**src/rtl/bin_to_digit_codes_pkg.sv**
```systemverilog
// Shared display codes and converter state encoding for the binary-to-digit-code block.
package bin_to_digit_codes_pkg;

  localparam int CODE_W = 4;

  localparam logic [CODE_W-1:0] CODE_BLANK = 4'd12;
  localparam logic [CODE_W-1:0] CODE_OVF   = 4'd13;

  typedef enum logic [1:0] {
    ST_IDLE  = 2'd0,
    ST_SHIFT = 2'd1,
    ST_FMT   = 2'd2
  } state_e;

endpackage

```
**src/rtl/bin_to_digit_codes_bcd_adj3.sv**
```systemverilog
// Double-dabble correction cell: nibbles of 5 or more get +3 before the next shift.
module bcd_adj3 (
  input  logic [3:0] nibble_i,
  output logic [3:0] nibble_o
);

  assign nibble_o = (nibble_i >= 4'd5) ? (nibble_i + 4'd3) : nibble_i;

endmodule

```
**src/rtl/bin_to_digit_codes.sv**
```systemverilog
// Sequential binary-to-BCD converter producing four seven-segment digit codes,
// with optional leading-zero blanking and an overflow pattern.
//
// state    | meaning
// ST_IDLE  | waiting for start; digits hold the last result
// ST_SHIFT | one double-dabble shift per clock, IN_W clocks
// ST_FMT   | apply overflow/blanking, publish digits, pulse done
module bin_to_digit_codes
  import bin_to_digit_codes_pkg::*;
#(
  parameter int IN_W    = 14,
  parameter int MAX_VAL = 9999
) (
  input  logic            CLK,
  input  logic            RST,
  input  logic            start,
  input  logic [IN_W-1:0] bin_in,
  input  logic            blank_lz,
  output logic            busy,
  output logic            done,
  output logic [3:0]      digit_1,
  output logic [3:0]      digit_2,
  output logic [3:0]      digit_3,
  output logic [3:0]      digit_4
);

  localparam int CNT_W = $clog2(IN_W);

  state_e            state_q, state_d;
  logic [IN_W-1:0]   shift_q, shift_d;
  logic [15:0]       bcd_q, bcd_d;
  logic [CNT_W-1:0]  cnt_q, cnt_d;
  logic              blank_q, blank_d;
  logic              ovf_q, ovf_d;
  logic              busy_q, busy_d;
  logic              done_q, done_d;
  logic [3:0][3:0]   digit_q, digit_d;

  logic [15:0]       bcd_adj;

  for (genvar g = 0; g < 4; g++) begin : g_adj
    bcd_adj3 u_adj (
      .nibble_i (bcd_q[4*g +: 4]),
      .nibble_o (bcd_adj[4*g +: 4])
    );
  end

  always_ff @(posedge CLK) begin
    if (RST) begin
      state_q <= ST_IDLE;
      shift_q <= '0;
      bcd_q   <= '0;
      cnt_q   <= '0;
      blank_q <= 1'b0;
      ovf_q   <= 1'b0;
      busy_q  <= 1'b0;
      done_q  <= 1'b0;
      digit_q <= {4{CODE_BLANK}};
    end else begin
      state_q <= state_d;
      shift_q <= shift_d;
      bcd_q   <= bcd_d;
      cnt_q   <= cnt_d;
      blank_q <= blank_d;
      ovf_q   <= ovf_d;
      busy_q  <= busy_d;
      done_q  <= done_d;
      digit_q <= digit_d;
    end
  end

  always_comb begin
    state_d = state_q;
    shift_d = shift_q;
    bcd_d   = bcd_q;
    cnt_d   = cnt_q;
    blank_d = blank_q;
    ovf_d   = ovf_q;
    busy_d  = busy_q;
    done_d  = 1'b0;
    digit_d = digit_q;

    unique case (state_q)
      ST_IDLE: begin
        if (start) begin
          shift_d = bin_in;
          blank_d = blank_lz;
          ovf_d   = (32'(bin_in) > 32'(MAX_VAL));
          bcd_d   = '0;
          cnt_d   = CNT_W'(IN_W - 1);
          busy_d  = 1'b1;
          state_d = ST_SHIFT;
        end
      end

      ST_SHIFT: begin
        {bcd_d, shift_d} = {bcd_adj, shift_q} << 1;
        cnt_d = cnt_q - 1'b1;
        if (cnt_q == '0) begin
          state_d = ST_FMT;
        end
      end

      ST_FMT: begin
        if (ovf_q) begin
          digit_d = {4{CODE_OVF}};
        end else begin
          digit_d = bcd_q;
          // Blank from the thousands position down until the first nonzero digit; ones stays.
          if (blank_q && bcd_q[15:12] == 4'd0) begin
            digit_d[3] = CODE_BLANK;
            if (bcd_q[11:8] == 4'd0) begin
              digit_d[2] = CODE_BLANK;
              if (bcd_q[7:4] == 4'd0) begin
                digit_d[1] = CODE_BLANK;
              end
            end
          end
        end
        done_d  = 1'b1;
        busy_d  = 1'b0;
        state_d = ST_IDLE;
      end

      default: begin
        state_d = ST_IDLE;
        busy_d  = 1'b0;
      end
    endcase
  end

  assign busy    = busy_q;
  assign done    = done_q;
  assign digit_1 = digit_q[0];
  assign digit_2 = digit_q[1];
  assign digit_3 = digit_q[2];
  assign digit_4 = digit_q[3];

endmodule

```
**config.mk**
```make
export PLATFORM = sky130hd
export DESIGN_NAME = bin_to_digit_codes
export DESIGN_NICKNAME = d
export VERILOG_FILES = /design/src/rtl/bin_to_digit_codes_pkg.sv /design/src/rtl/bin_to_digit_codes_bcd_adj3.sv /design/src/rtl/bin_to_digit_codes.sv
export SDC_FILE = /design/constraint.sdc
export NUM_CORES = 1
export LEC_CHECK = 0
export BUFFER_PORTS_ARGS = -buffer_cell sky130_fd_sc_hd__buf_2
export CAP_MARGIN = 20
export CORE_ASPECT_RATIO = 0.5
export CORE_MARGIN = 2
export CORE_UTILIZATION = 32
export CTS_BUF_LIST = sky130_fd_sc_hd__clkbuf_4
export DETAILED_ROUTE_END_ITERATION = 7
export GPL_TIMING_DRIVEN = 0
export PLACE_DENSITY_LB_ADDON = 0.08
export SKIP_CTS_REPAIR_TIMING = 1
export SYNTH_ARGS = -nofsm -noshare
export SYNTH_HDL_FRONTEND = slang
export SYNTH_HIERARCHICAL = 1
export SYNTH_SLANG_ARGS = --single-unit
```
**constraint.sdc**
```tcl
create_clock -name CLK -period 1.9 [get_ports CLK]
set_input_delay 0.095 -clock CLK [delete_from_list [all_inputs] [get_ports CLK]]
set_output_delay 0.095 -clock CLK [all_outputs]
set_load 0.1 [all_outputs]
```
==> impl_summary.log, run 1 <==
INFO  metric initial_core_util = 32.87%
INFO  metric htree_levels = 2
INFO  metric insertion_delay = 380 ps
INFO  metric cp.arrival = 1870 ps
INFO  metric fp.dieH = 68.11 um
INFO  metric totalWireLength = 6389 um
INFO  metric max_slew.worst_pin.slew = 668.0 ps
INFO  metric antenna_found_initial = 0
INFO  metric crit_fanout = 6
INFO  metric internal-power = 1.534 mW
INFO  metric clk_path_buf_depth = 2
INFO  metric cts_tree = done
INFO  metric cpLargestDelayFamily = flip-flops
INFO  metric rsz0062_at_grt = false
INFO  metric max_slew_violations = 0
INFO  metric yosys_warn_count = 6
INFO  metric route.detailed.drc = 0
INFO  metric cts_buffers = 5
INFO  metric grt_first_pass_wirelength = 10700 um
INFO  metric cts_num_sinks = 56
INFO  metric power-per-cell-area = 743.2 nW/um^2
INFO  metric n_antenna_cell = 0
INFO  metric grt_usage = 15.30%
INFO  metric cpPeakStageDelay = 460 ps
INFO  metric period_utilization = 80.65%
INFO  metric drive_above_1_share = 18.73%
INFO  metric totalPowerFinal = 2.246 mW
INFO  metric mappedNetlistNets = 329
INFO  metric crit_path_cell_trace = inv_1 > ha_1 > nand2b_1 > a21oi_2 > mux2i_1 > a22o_1
INFO  metric reg_area = 1121 sq um
INFO  metric power.combinational.fraction = 19.4%
INFO  metric switching_share = 31.70%
INFO  metric place_congestion = 0.7756
INFO  metric grt_pass1_vias = 2182
INFO  metric skew = 9.070 ps
INFO  metric die_width = 132.2 um
INFO  metric die_area = 9004 sq um
INFO  metric worstPathBufferInverterCount = 1
INFO  metric synthToLayoutAreaGrowth = 14.89%
INFO  metric syn_avg_cell_area = 8.709 sq um
INFO  metric worst_hold_class = primary input to register
INFO  metric core_region_area = 8000 sq um
INFO  metric r2r_slack = 370 ps
INFO  metric io_buffer_count = 34
INFO  metric row_count = 23
INFO  metric detailedRoute.firstPassIterationCount = 4
INFO  metric startpoint_type = register
INFO  metric drt_first_iter_violations = 121
INFO  metric grt.overflow.total = 0
INFO  metric post-dp-hpwl = 4653 um
INFO  metric num_vias = 2246
INFO  metric slew_headroom = 55.35%
INFO  metric num-nets-final = 373
INFO  metric root_buffer = sky130_fd_sc_hd__clkbuf_4
INFO  metric critPathSlowestCell = sky130_fd_sc_hd__dfxtp_1
INFO  metric setup_viol_count_final = 0
INFO  metric result_of_the_run = complete, no violations
INFO  metric pin_count = 36
INFO  metric postRouteAntennaNets = 0
INFO  metric max_cap_viol_count = 0
INFO  metric power.share.sequential = 57.6%
INFO  metric vias_per_cell = 4.893
INFO  metric drt-wirelength-per-cell = 13.92 um
INFO  metric critical_path.endpoint_type = register
INFO  metric req_time_crit_path = 2230 ps
INFO  metric synthesis.area = 2630 sq um
INFO  metric grt_start_max_net_pins = 17
INFO  metric timing.setup.critical_path_class = register to register
INFO  metric total_leakage_power = 1.280 nW
INFO  metric timing.fmax = 0.6526 GHz
INFO  metric fillers = 886
INFO  metric hold_violations = 0
INFO  metric power.net_switching = 0.7119 mW
INFO  metric multi_input_comb_area = 1358 sq um
INFO  metric vdd_ir_drop_max = 0.0002797 V
INFO  metric synthesis.instances = 302
INFO  metric clock_power_share = 23.0%
INFO  metric cts.reportedPaths.clkPinSlew = 160 ps
INFO  metric final.min_clock_period = 1532 ps
INFO  metric fin_setup_tns = 0 ps
==> cells in the final DEF (no fill, tap or decap), types with 5 or more instances in the layout <==
cell type,count
sky130_fd_sc_hd__dfxtp_1,56
sky130_fd_sc_hd__buf_2,44
sky130_fd_sc_hd__nor2_1,34
sky130_fd_sc_hd__nand2_1,30
sky130_fd_sc_hd__a22o_1,21
sky130_fd_sc_hd__a21oi_1,17
sky130_fd_sc_hd__inv_1,15
sky130_fd_sc_hd__nor3_1,13
sky130_fd_sc_hd__o21ai_0,11
sky130_fd_sc_hd__nand2b_1,10
sky130_fd_sc_hd__ha_1,9
sky130_fd_sc_hd__a211oi_1,8
sky130_fd_sc_hd__mux2i_1,6
sky130_fd_sc_hd__clkbuf_1,5
sky130_fd_sc_hd__nand3b_1,5
sky130_fd_sc_hd__clkbuf_4,5
==> worst register-to-register path, stage by stage, from the launching register on <==
cell	delay, ps
sky130_fd_sc_hd__dfxtp_1	460
sky130_fd_sc_hd__inv_1	110
sky130_fd_sc_hd__ha_1	180
sky130_fd_sc_hd__nand2b_1	170
sky130_fd_sc_hd__a21oi_2	210
sky130_fd_sc_hd__mux2i_1	220
sky130_fd_sc_hd__a22o_1	150
==> power by group through the flow <==
stage	Combinational [mW]	Sequential [mW]	Clock, mW
floorplan	0.247	1.39	0
global placement	0.432	1.32	0
detailed placement	0.436	1.32	0
CTS	0.437	1.29	0.543
global route	0.483	1.30	0.582
finish	0.436	1.29	0.516
==> cell type report <==
cell class              instances  area share (%)
well taps                     112           4.638
plain buffers                  18           3.147
inverters                      15           1.863
multi-input cells             213           44.93
repair buffers                 37           6.625
clock inverters                 3          0.4555
flip-flops and latches         56           37.10
clock buffers                   5           1.242
==> routing by layer <==
| layer | up-vias | track usage, % | part of all wire (%) |
|---|---|---|---|
| met5 | - | 0 | 0 |
| met4 | 0 | 3.226 | 0.88 |
| met3 | 6 | 4.000 | 3.5 |
| met2 | 38 | 26.30 | 43 |
| met1 | 1054 | 19.81 | 52 |
| li1 | 1148 | - | - |
==> flip-flops by register name, summed over array words and instances (netlist names) <==
signal   count
ovf_q        1
digit_4      4
done         1
blank_q      1
shift_q     14
state_q      2
digit_3      4
digit_2      4
busy         1
cnt_q        4
bcd_q       16
digit_1      4
==> path summary, 6_finish.rpt <==
path,from,end,cells after the start
setup / recovery,bcd_q[5]$_SDFFE_PP0P_,bcd_q[6]$_SDFFE_PP0P_,6
hold / removal,bin_in[12],shift_q[12]$_SDFFE_PP0P_,3
setup reg to reg,bcd_q[5]$_SDFFE_PP0P_,bcd_q[6]$_SDFFE_PP0P_,6
hold reg to reg,digit_3[0]$_SDFFE_PP0P_,digit_3[0]$_SDFFE_PP0P_,2
==> per-stage QoR <==
stage               cell area (sq um)  instances  setup WS, ps  hold slack [ps]  util [%]
global placement                 2940        448         414.1            308.0     36.75
floorplan                        2630        302         552.7            220.5         -
global route                     3022        459         270.2            20.69     37.77
CTS                              2992        456         363.7           -116.3     37.39
finish                           3022        459         367.7            27.03     37.77
detailed placement               2940        448         403.8            312.3     36.75
Note: power is estimated with default switching activity, not from simulation.
==> inputs of run 2 (changes only) <==
==> constraint.sdc (replaced) <==
create_clock -name CLK -period 1.3 [get_ports CLK]
set_input_delay 0.065 -clock CLK [delete_from_list [all_inputs] [get_ports CLK]]
set_output_delay 0.065 -clock CLK [all_outputs]
set_load 0.1 [all_outputs]
==> impl_summary.log, run 2 (same netlist as run 1, synthesis figures left out) <==
INFO  metric result_of_the_run = finished with violations
INFO  metric failed_checks = negative setup slack
INFO  metric grt_start_max_net_pins = 18 (+1)
INFO  metric final_design_area_no_fill = 3490 sq um (+15%)
INFO  metric final.min_clock_period = 1399 ps (-133.2 ps)
INFO  metric worst_case_setup_slack_after_placement = -162.9 ps (-566.7 ps)
INFO  metric detailedRoute.firstPassIterationCount = 4 (unchanged)
INFO  metric power.combinational.fraction = 20.8% (+1.4 points)
INFO  metric vdd_ir_drop_max = 0.0004438 V (+59%)
INFO  metric totalWireLength = 6803 um (+6.5%)
INFO  metric rsz0062_at_grt = true
INFO  metric final_cell_mix = 44 x sky130_fd_sc_hd__dfxtp_1, 33 x sky130_fd_sc_hd__nor2_1, 30 x sky130_fd_sc_hd__nand2_1
INFO  metric core_region_area = 8000 sq um (unchanged)
INFO  metric post-dp-hpwl = 4678 um (+0.53%)
INFO  metric critPathSlowestCell = sky130_fd_sc_hd__dfxtp_4
INFO  metric postLayoutSetupSlackWorst = -99.08 ps (-466.8 ps)
INFO  metric worst_r2r_startpoint = state_q[0]$_SDFFE_PP0P_
INFO  metric cp.arrival = 1750 ps (-120 ps)
INFO  metric final-instance-count-excl-fill = 476 (+3.7%)
INFO  metric r2r_slack = -100 ps (-470 ps)
INFO  metric clock_power_share = 27.5% (+4.5 points)
INFO  metric grt.overflow.total = 0 (unchanged)
INFO  metric place_congestion = 0.7831 (+0.97%)
INFO  metric skew = 5.780 ps (-3.291 ps)
INFO  metric cts_tree = done
INFO  metric die_area = 9004 sq um (unchanged)
INFO  metric finalCoreUtilization = 43.62% (+5.8 points)
INFO  metric max_slew_violations = 0 (unchanged)
INFO  metric largest_register = bcd_q
INFO  metric antenna_found_initial = 0 (unchanged)
INFO  metric detailed_place.area = 2943 sq um (about the same)
INFO  metric timing.critical_path.from = state_q[0]$_SDFFE_PP0P_
INFO  metric largest_registers = bcd_q (16), shift_q (14)
INFO  metric slew_headroom = 60.34% (+5.0 points)
INFO  metric cts.reportedPaths.clkPinSlew = 160 ps (about the same)
INFO  metric power.share.sequential = 51.7% (-5.9 points)
INFO  metric whs_endpoint = shift_q[10]$_SDFFE_PP0P_
INFO  metric clk_path_buf_depth = 2 (unchanged)
INFO  metric num-nets-final = 390 (+4.6%)
INFO  metric route.detailed.drc = 0 (unchanged)
INFO  metric fin_worst_hold_slack = 56.55 ps (+29.52 ps)
INFO  metric worst_hold_class = primary input to register
INFO  metric startpoint_type = register
INFO  metric grt_util_met3 = 3.778% (-0.22 points)
INFO  metric cts_buffers = 5 (unchanged)
INFO  metric drt-wirelength-per-cell = 14.29 um (+2.7%)
INFO  metric timing.setup.critical_path_class = register to register
INFO  metric grt_usage = 15.50% (+0.20 points)
INFO  metric n_antenna_cell = 0 (unchanged)
INFO  metric initial_core_util = 32.87% (unchanged)
INFO  metric postRouteAntennaNets = 0 (unchanged)
INFO  metric power-per-cell-area = 1045 nW/um^2 (+41%)
INFO  metric placedCellCount = 448 (unchanged)
INFO  metric cts_num_sinks = 56 (unchanged)
INFO  metric internal-power = 2.528 mW (+65%)
INFO  metric die_width = 132.2 um (unchanged)
INFO  metric max_cap_viol_count = 0 (unchanged)
INFO  metric pin_count = 36 (unchanged)
INFO  metric power.net_switching = 1.118 mW (+57%)
INFO  metric drt_first_iter_violations = 71 (-41%)
INFO  metric synthToLayoutAreaGrowth = 32.68%
INFO  metric grt_first_pass_wirelength = 10720 um (+0.20%)
INFO  metric cpLargestDelayFamily = flip-flops
INFO  metric timing.fmax = 0.7148 GHz (+9.5%)
INFO  metric drive_above_1_share = 31.04% (+12 points)
INFO  metric use_met2 = 27.15% (+0.85 points)
INFO  metric switching_share = 30.67% (-1.0 points)
INFO  metric cpPeakStageDelay = 410 ps (-50 ps)
INFO  metric total_leakage_power = 1.443 nW (+13%)
INFO  metric num_vias = 2336 (+4.0%)
INFO  metric fin_setup_tns = -1847 ps (-1847 ps)
INFO  metric crit_fanout = 7 (+1)
INFO  metric fp.dieH = 68.11 um (unchanged)
INFO  metric crit_path_cell_trace = o21ba_4 > buf_6 > nor2_4 > clkbuf_16 > a22o_1
INFO  metric root_buffer = sky130_fd_sc_hd__clkbuf_4
INFO  metric htree_levels = 2 (unchanged)
INFO  metric worst-r2r-cell-count = 5 (-1)
INFO  metric holdPathStages = 4 (+1)
INFO  metric hold_violations = 0 (unchanged)
INFO  metric row_count = 23 (unchanged)
INFO  metric io_buffer_count = 34 (unchanged)
INFO  metric critical_path.endpoint_type = register
INFO  metric period_utilization = 107.6% (+27 points)
INFO  metric worst_r2r_endpoint = bcd_q[0]$_SDFFE_PP0P_
INFO  metric largest_reg_flops = 16 (unchanged)
INFO  metric vias_per_cell = 4.908 (+0.29%)
INFO  metric max_slew.worst_pin.slew = 593.3 ps (-74.66 ps)
INFO  metric insertion_delay = 400 ps (+20 ps)
INFO  metric gr-max-usage-layer = met2
INFO  metric hold_path.startpoint = bin_in[10]
INFO  metric totalPowerFinal = 3.646 mW (+62%)
INFO  metric groute.layer.met1.usage = 19.47% (-0.34 points)
INFO  metric most_common_cell_after_layout_fill_and_taps_aside = sky130_fd_sc_hd__dfxtp_1
INFO  metric req_time_crit_path = 1650 ps (-580 ps)
INFO  metric grt_pass1_vias = 2200 (+0.82%)
INFO  metric worstPathBufferInverterCount = 2 (+1)
INFO  metric setup_viol_count_final = 24 (+24)
[run 2: changes by cell type in the layout (fill, tap and decap cells not counted), moves of 4 or more]
cell / previous run / this run
sky130_fd_sc_hd__buf_2: 44 / 27
sky130_fd_sc_hd__clkbuf_4: 5 / 17
sky130_fd_sc_hd__dfxtp_1: 56 / 44
sky130_fd_sc_hd__buf_4: 2 / 13
sky130_fd_sc_hd__dfxtp_4: 0 / 7
sky130_fd_sc_hd__ha_1: 9 / 3
sky130_fd_sc_hd__dfxtp_2: 0 / 5
sky130_fd_sc_hd__ha_2: 0 / 4
sky130_fd_sc_hd__nand2b_1: 10 / 6
sky130_fd_sc_hd__nand2b_4: 0 / 4
[run 2: metal layers]
| layer | share of wire (%) | routed length, um | vias up |
|---|---|---|---|
| li1 | - | - | 1185 |
| met4 | 0.91 | 62 | 0 |
| met5 | 0 | 0 | - |
| met3 | 4.6 | 316 | 8 |
| met1 | 49 | 3343 | 1097 |
| met2 | 45 | 3081 | 46 |
[run 2: final cells by class]
class | count | area [sq um]
buffer | 17 | 135.1
clock buffer | 5 | 37.54
clock inverter | 3 | 42.54
fill | 845 | 4511
inverter | 15 | 61.31
multi-input combinational | 213 | 1506
sequential | 56 | 1154
tap | 112 | 140.1
timing repair buffer | 55 | 412.9
[run 2: worst max path at each step]
stage,to,slack (ps),cells after the start
2_1_floorplan,bcd_q[2]$_SDFFE_PP0P_,1,6
3_3_place_gp,shift_q[7]$_SDFFE_PP0P_,-140,5
3_5_place_dp,bcd_q[11]$_SDFFE_PP0P_,-160,6
4_1_cts,bcd_q[14]$_SDFFE_PP0P_,-200,6
5_1_grt,shift_q[6]$_SDFFE_PP0P_,-170,4
6_report,bcd_q[0]$_SDFFE_PP0P_,-100,5
[run 2: tightest hold or removal path, stage by stage]
cell and delay [ps]:
sky130_fd_sc_hd__buf_2 100, sky130_fd_sc_hd__nor2_1 80, sky130_fd_sc_hd__o2bb2ai_1 110, sky130_fd_sc_hd__a211oi_1 60
[run 2: power by group through the flow]
| stage | clock, mW | sequential [mW] | combinational, mW |
|---|---|---|---|
| after detailed placement | 0 | 1.93 | 0.637 |
| after global routing | 1.08 | 1.90 | 0.831 |
| after global placement | 0 | 1.92 | 0.632 |
| after floorplan | 0 | 2.03 | 0.361 |
| final | 1.00 | 1.89 | 0.758 |
| after CTS | 1.03 | 1.89 | 0.639 |
==> inputs of run 3 (changes only) <==
--- a/config.mk
+++ b/config.mk
@@ -13,7 +13,7 @@
 export CTS_BUF_LIST = sky130_fd_sc_hd__clkbuf_4
 export DETAILED_ROUTE_END_ITERATION = 7
 export GPL_TIMING_DRIVEN = 0
-export PLACE_DENSITY_LB_ADDON = 0.08
+export PLACE_DENSITY_LB_ADDON = 0.12
 export SKIP_CTS_REPAIR_TIMING = 1
 export SYNTH_ARGS = -nofsm -noshare
 export SYNTH_HDL_FRONTEND = slang
==> impl_summary.log, run 3 (same netlist as run 1, synthesis figures left out) <==
INFO  metric result_of_the_run = finished with violations
INFO  metric failed_checks = negative setup slack
INFO  metric crit_path_cell_trace = buf_6 > o21ba_4 > buf_6 > nor2_4 > buf_6 > a221o_1
INFO  metric die_area = 9004 sq um (unchanged)
INFO  metric num-nets-final = 392 (+0.51%)
INFO  metric max_slew.worst_pin.slew = 517.7 ps (-75.62 ps)
INFO  metric skew = 4.685 ps (-1.095 ps)
INFO  metric vdd_ir_drop_max = 0.0003662 V (-17%)
INFO  metric timing.fmax = 0.7306 GHz (+2.2%)
INFO  metric htree_levels = 2 (unchanged)
INFO  metric most_common_cell_after_layout_fill_and_taps_aside = sky130_fd_sc_hd__dfxtp_1
INFO  metric crit_fanout = 5 (-2)
INFO  metric worstPathBufferInverterCount = 3 (+1)
INFO  metric die_width = 132.2 um (unchanged)
INFO  metric vias_per_cell = 4.935 (+0.56%)
INFO  metric grt_start_max_net_pins = 17 (-1)
INFO  metric grt.overflow.total = 0 (unchanged)
INFO  metric critPathSlowestCell = sky130_fd_sc_hd__dfxtp_2
INFO  metric totalWireLength = 6742 um (-0.90%)
INFO  metric cts_num_sinks = 56 (unchanged)
INFO  metric synthToLayoutAreaGrowth = 34.82%
INFO  metric cell_seen_most_often_among_critical_path_stages = sky130_fd_sc_hd__buf_6
INFO  metric power-per-cell-area = 1023 nW/um^2 (-2.0%)
INFO  metric timing.setup.critical_path_class = register to register
INFO  metric insertion_delay = 390 ps (about the same)
INFO  metric cts_tree = done
INFO  metric period_utilization = 105.3% (-2.3 points)
INFO  metric drive_above_1_share = 33.33% (+2.3 points)
INFO  metric fin_setup_tns = -656.0 ps (+1191 ps)
INFO  metric place_congestion = 0.7654 (-2.3%)
INFO  metric max_cap_viol_count = 0 (unchanged)
INFO  metric req_time_crit_path = 1600 ps (-50 ps)
INFO  metric largest_reg_flops = 16 (unchanged)
INFO  metric worst_hold_class = primary input to register
INFO  metric cp.arrival = 1670 ps (-80 ps)
INFO  metric detailed_place.area = 2943 sq um (unchanged)
INFO  metric row_count = 23 (unchanged)
INFO  metric drt_first_iter_violations = 103 (+45%)
INFO  metric grt_first_pass_wirelength = 10800 um (+0.71%)
INFO  metric cts.reportedPaths.clkPinSlew = 160 ps (about the same)
INFO  metric largest_register = bcd_q
INFO  metric n_antenna_cell = 0 (unchanged)
INFO  metric cpPeakStageDelay = 360 ps (-50 ps)
INFO  metric clk_path_buf_depth = 2 (unchanged)
INFO  metric initial_core_util = 32.87% (unchanged)
INFO  metric critical_path.endpoint_type = register
INFO  metric pin_count = 36 (unchanged)
INFO  metric detailedRoute.firstPassIterationCount = 4 (unchanged)
INFO  metric largest_registers = bcd_q (16), shift_q (14)
INFO  metric setup_viol_count_final = 22 (-8.3%)
INFO  metric total_leakage_power = 1.462 nW (+1.3%)
INFO  metric grt_usage = 15.28% (-0.22 points)
INFO  metric hold_violations = 0 (unchanged)
INFO  metric drt-wirelength-per-cell = 14.10 um (-1.3%)
INFO  metric post-dp-hpwl = 4695 um (+0.37%)
INFO  metric final_cell_mix = 44 x sky130_fd_sc_hd__dfxtp_1, 30 x sky130_fd_sc_hd__nand2_1, 28 x sky130_fd_sc_hd__buf_2, 28 x sky130_fd_sc_hd__nor2_1, 21 x sky130_fd_sc_hd__a22o_1
INFO  metric postLayoutSetupSlackWorst = -68.82 ps (+30.27 ps)
INFO  metric grt_pass1_vias = 2203 (+0.14%)
INFO  metric cpLargestDelayFamily = compound AO/OA/AOI/OAI gates
INFO  metric num_vias = 2359 (+0.98%)
INFO  metric root_buffer = sky130_fd_sc_hd__clkbuf_4
INFO  metric cts_buffers = 5 (unchanged)
INFO  metric slew_headroom = 65.49% (+5.1 points)
INFO  metric postRouteAntennaNets = 0 (unchanged)
INFO  metric route.detailed.drc = 0 (unchanged)
INFO  metric startpoint_type = register
INFO  metric core_region_area = 8000 sq um (unchanged)
INFO  metric io_buffer_count = 34 (unchanged)
INFO  metric fp.dieH = 68.11 um (unchanged)
INFO  metric max_slew_violations = 0 (unchanged)
INFO  metric rsz0062_at_grt = true
INFO  metric antenna_found_initial = 0 (unchanged)
INFO  metric final.min_clock_period = 1369 ps (-30.27 ps)
INFO  metric final_design_area_no_fill = 3546 sq um (+1.6%)
run 3: path summary, 6_finish.rpt:
path                      startpoint  slack, ps                 endpoint  cells after the start
max reg2reg  state_q[1]$_SDFFE_PP0P_        -70  shift_q[7]$_SDFFE_PP0P_                      6
min reg2reg  digit_2[0]$_SDFFE_PP0P_        460  digit_2[0]$_SDFFE_PP0P_                      2
min                        bin_in[5]         70  shift_q[5]$_SDFFE_PP0P_                      4
max          state_q[1]$_SDFFE_PP0P_        -70  shift_q[7]$_SDFFE_PP0P_                      6
run 3: metrics by stage:
stage               utilization, %  cells  total power [mW]  hold WS (ps)  setup WS (ps)
floorplan                        -    302             2.391         190.5          1.368
CTS                          37.72    456             3.534        -137.6         -187.5
global placement             36.78    448             2.546         279.8         -125.1
global route                 44.32    478             3.809         61.17         -116.4
finish                       44.32    478             3.629         65.07         -68.82
detailed placement           36.78    448             2.562         284.5         -163.7
run 3: worst register-to-register path, stage by stage, from the launching register on:
cell and delay [ps]:
sky130_fd_sc_hd__dfxtp_2 360, sky130_fd_sc_hd__buf_6 120, sky130_fd_sc_hd__o21ba_4 210, sky130_fd_sc_hd__buf_6 110
sky130_fd_sc_hd__nor2_4 60, sky130_fd_sc_hd__buf_6 140, sky130_fd_sc_hd__a221o_1 290
run 3: power by group:
part	total, mW	switching (mW)	leakage, nW	internal, mW
Sequential	1.89	0.0842	0.465	1.81
Clock	0.975	0.581	0.0403	0.394
Combinational	0.763	0.447	0.957	0.316
run 3: final cells by class:
class | instances | area [sq um]
buffer | 18 | 142.6
clock buffer | 5 | 37.54
clock inverter | 3 | 37.54
fill | 820 | 4454
inverter | 15 | 63.81
multi-input combinational | 213 | 1565
sequential | 56 | 1156
tap | 112 | 140.1
timing repair buffer | 56 | 402.9
run 3: per-layer routing:
metal / up-vias / global-route usage, % / part of all wire (%)
li1: 1191 / - / -
met1: 1124 / 19.43 / 50
met2: 36 / 26.17 / 46
met3: 8 / 3.630 / 3.0
met4: 0 / 5.108 / 1.2
met5: - / 0 / 0
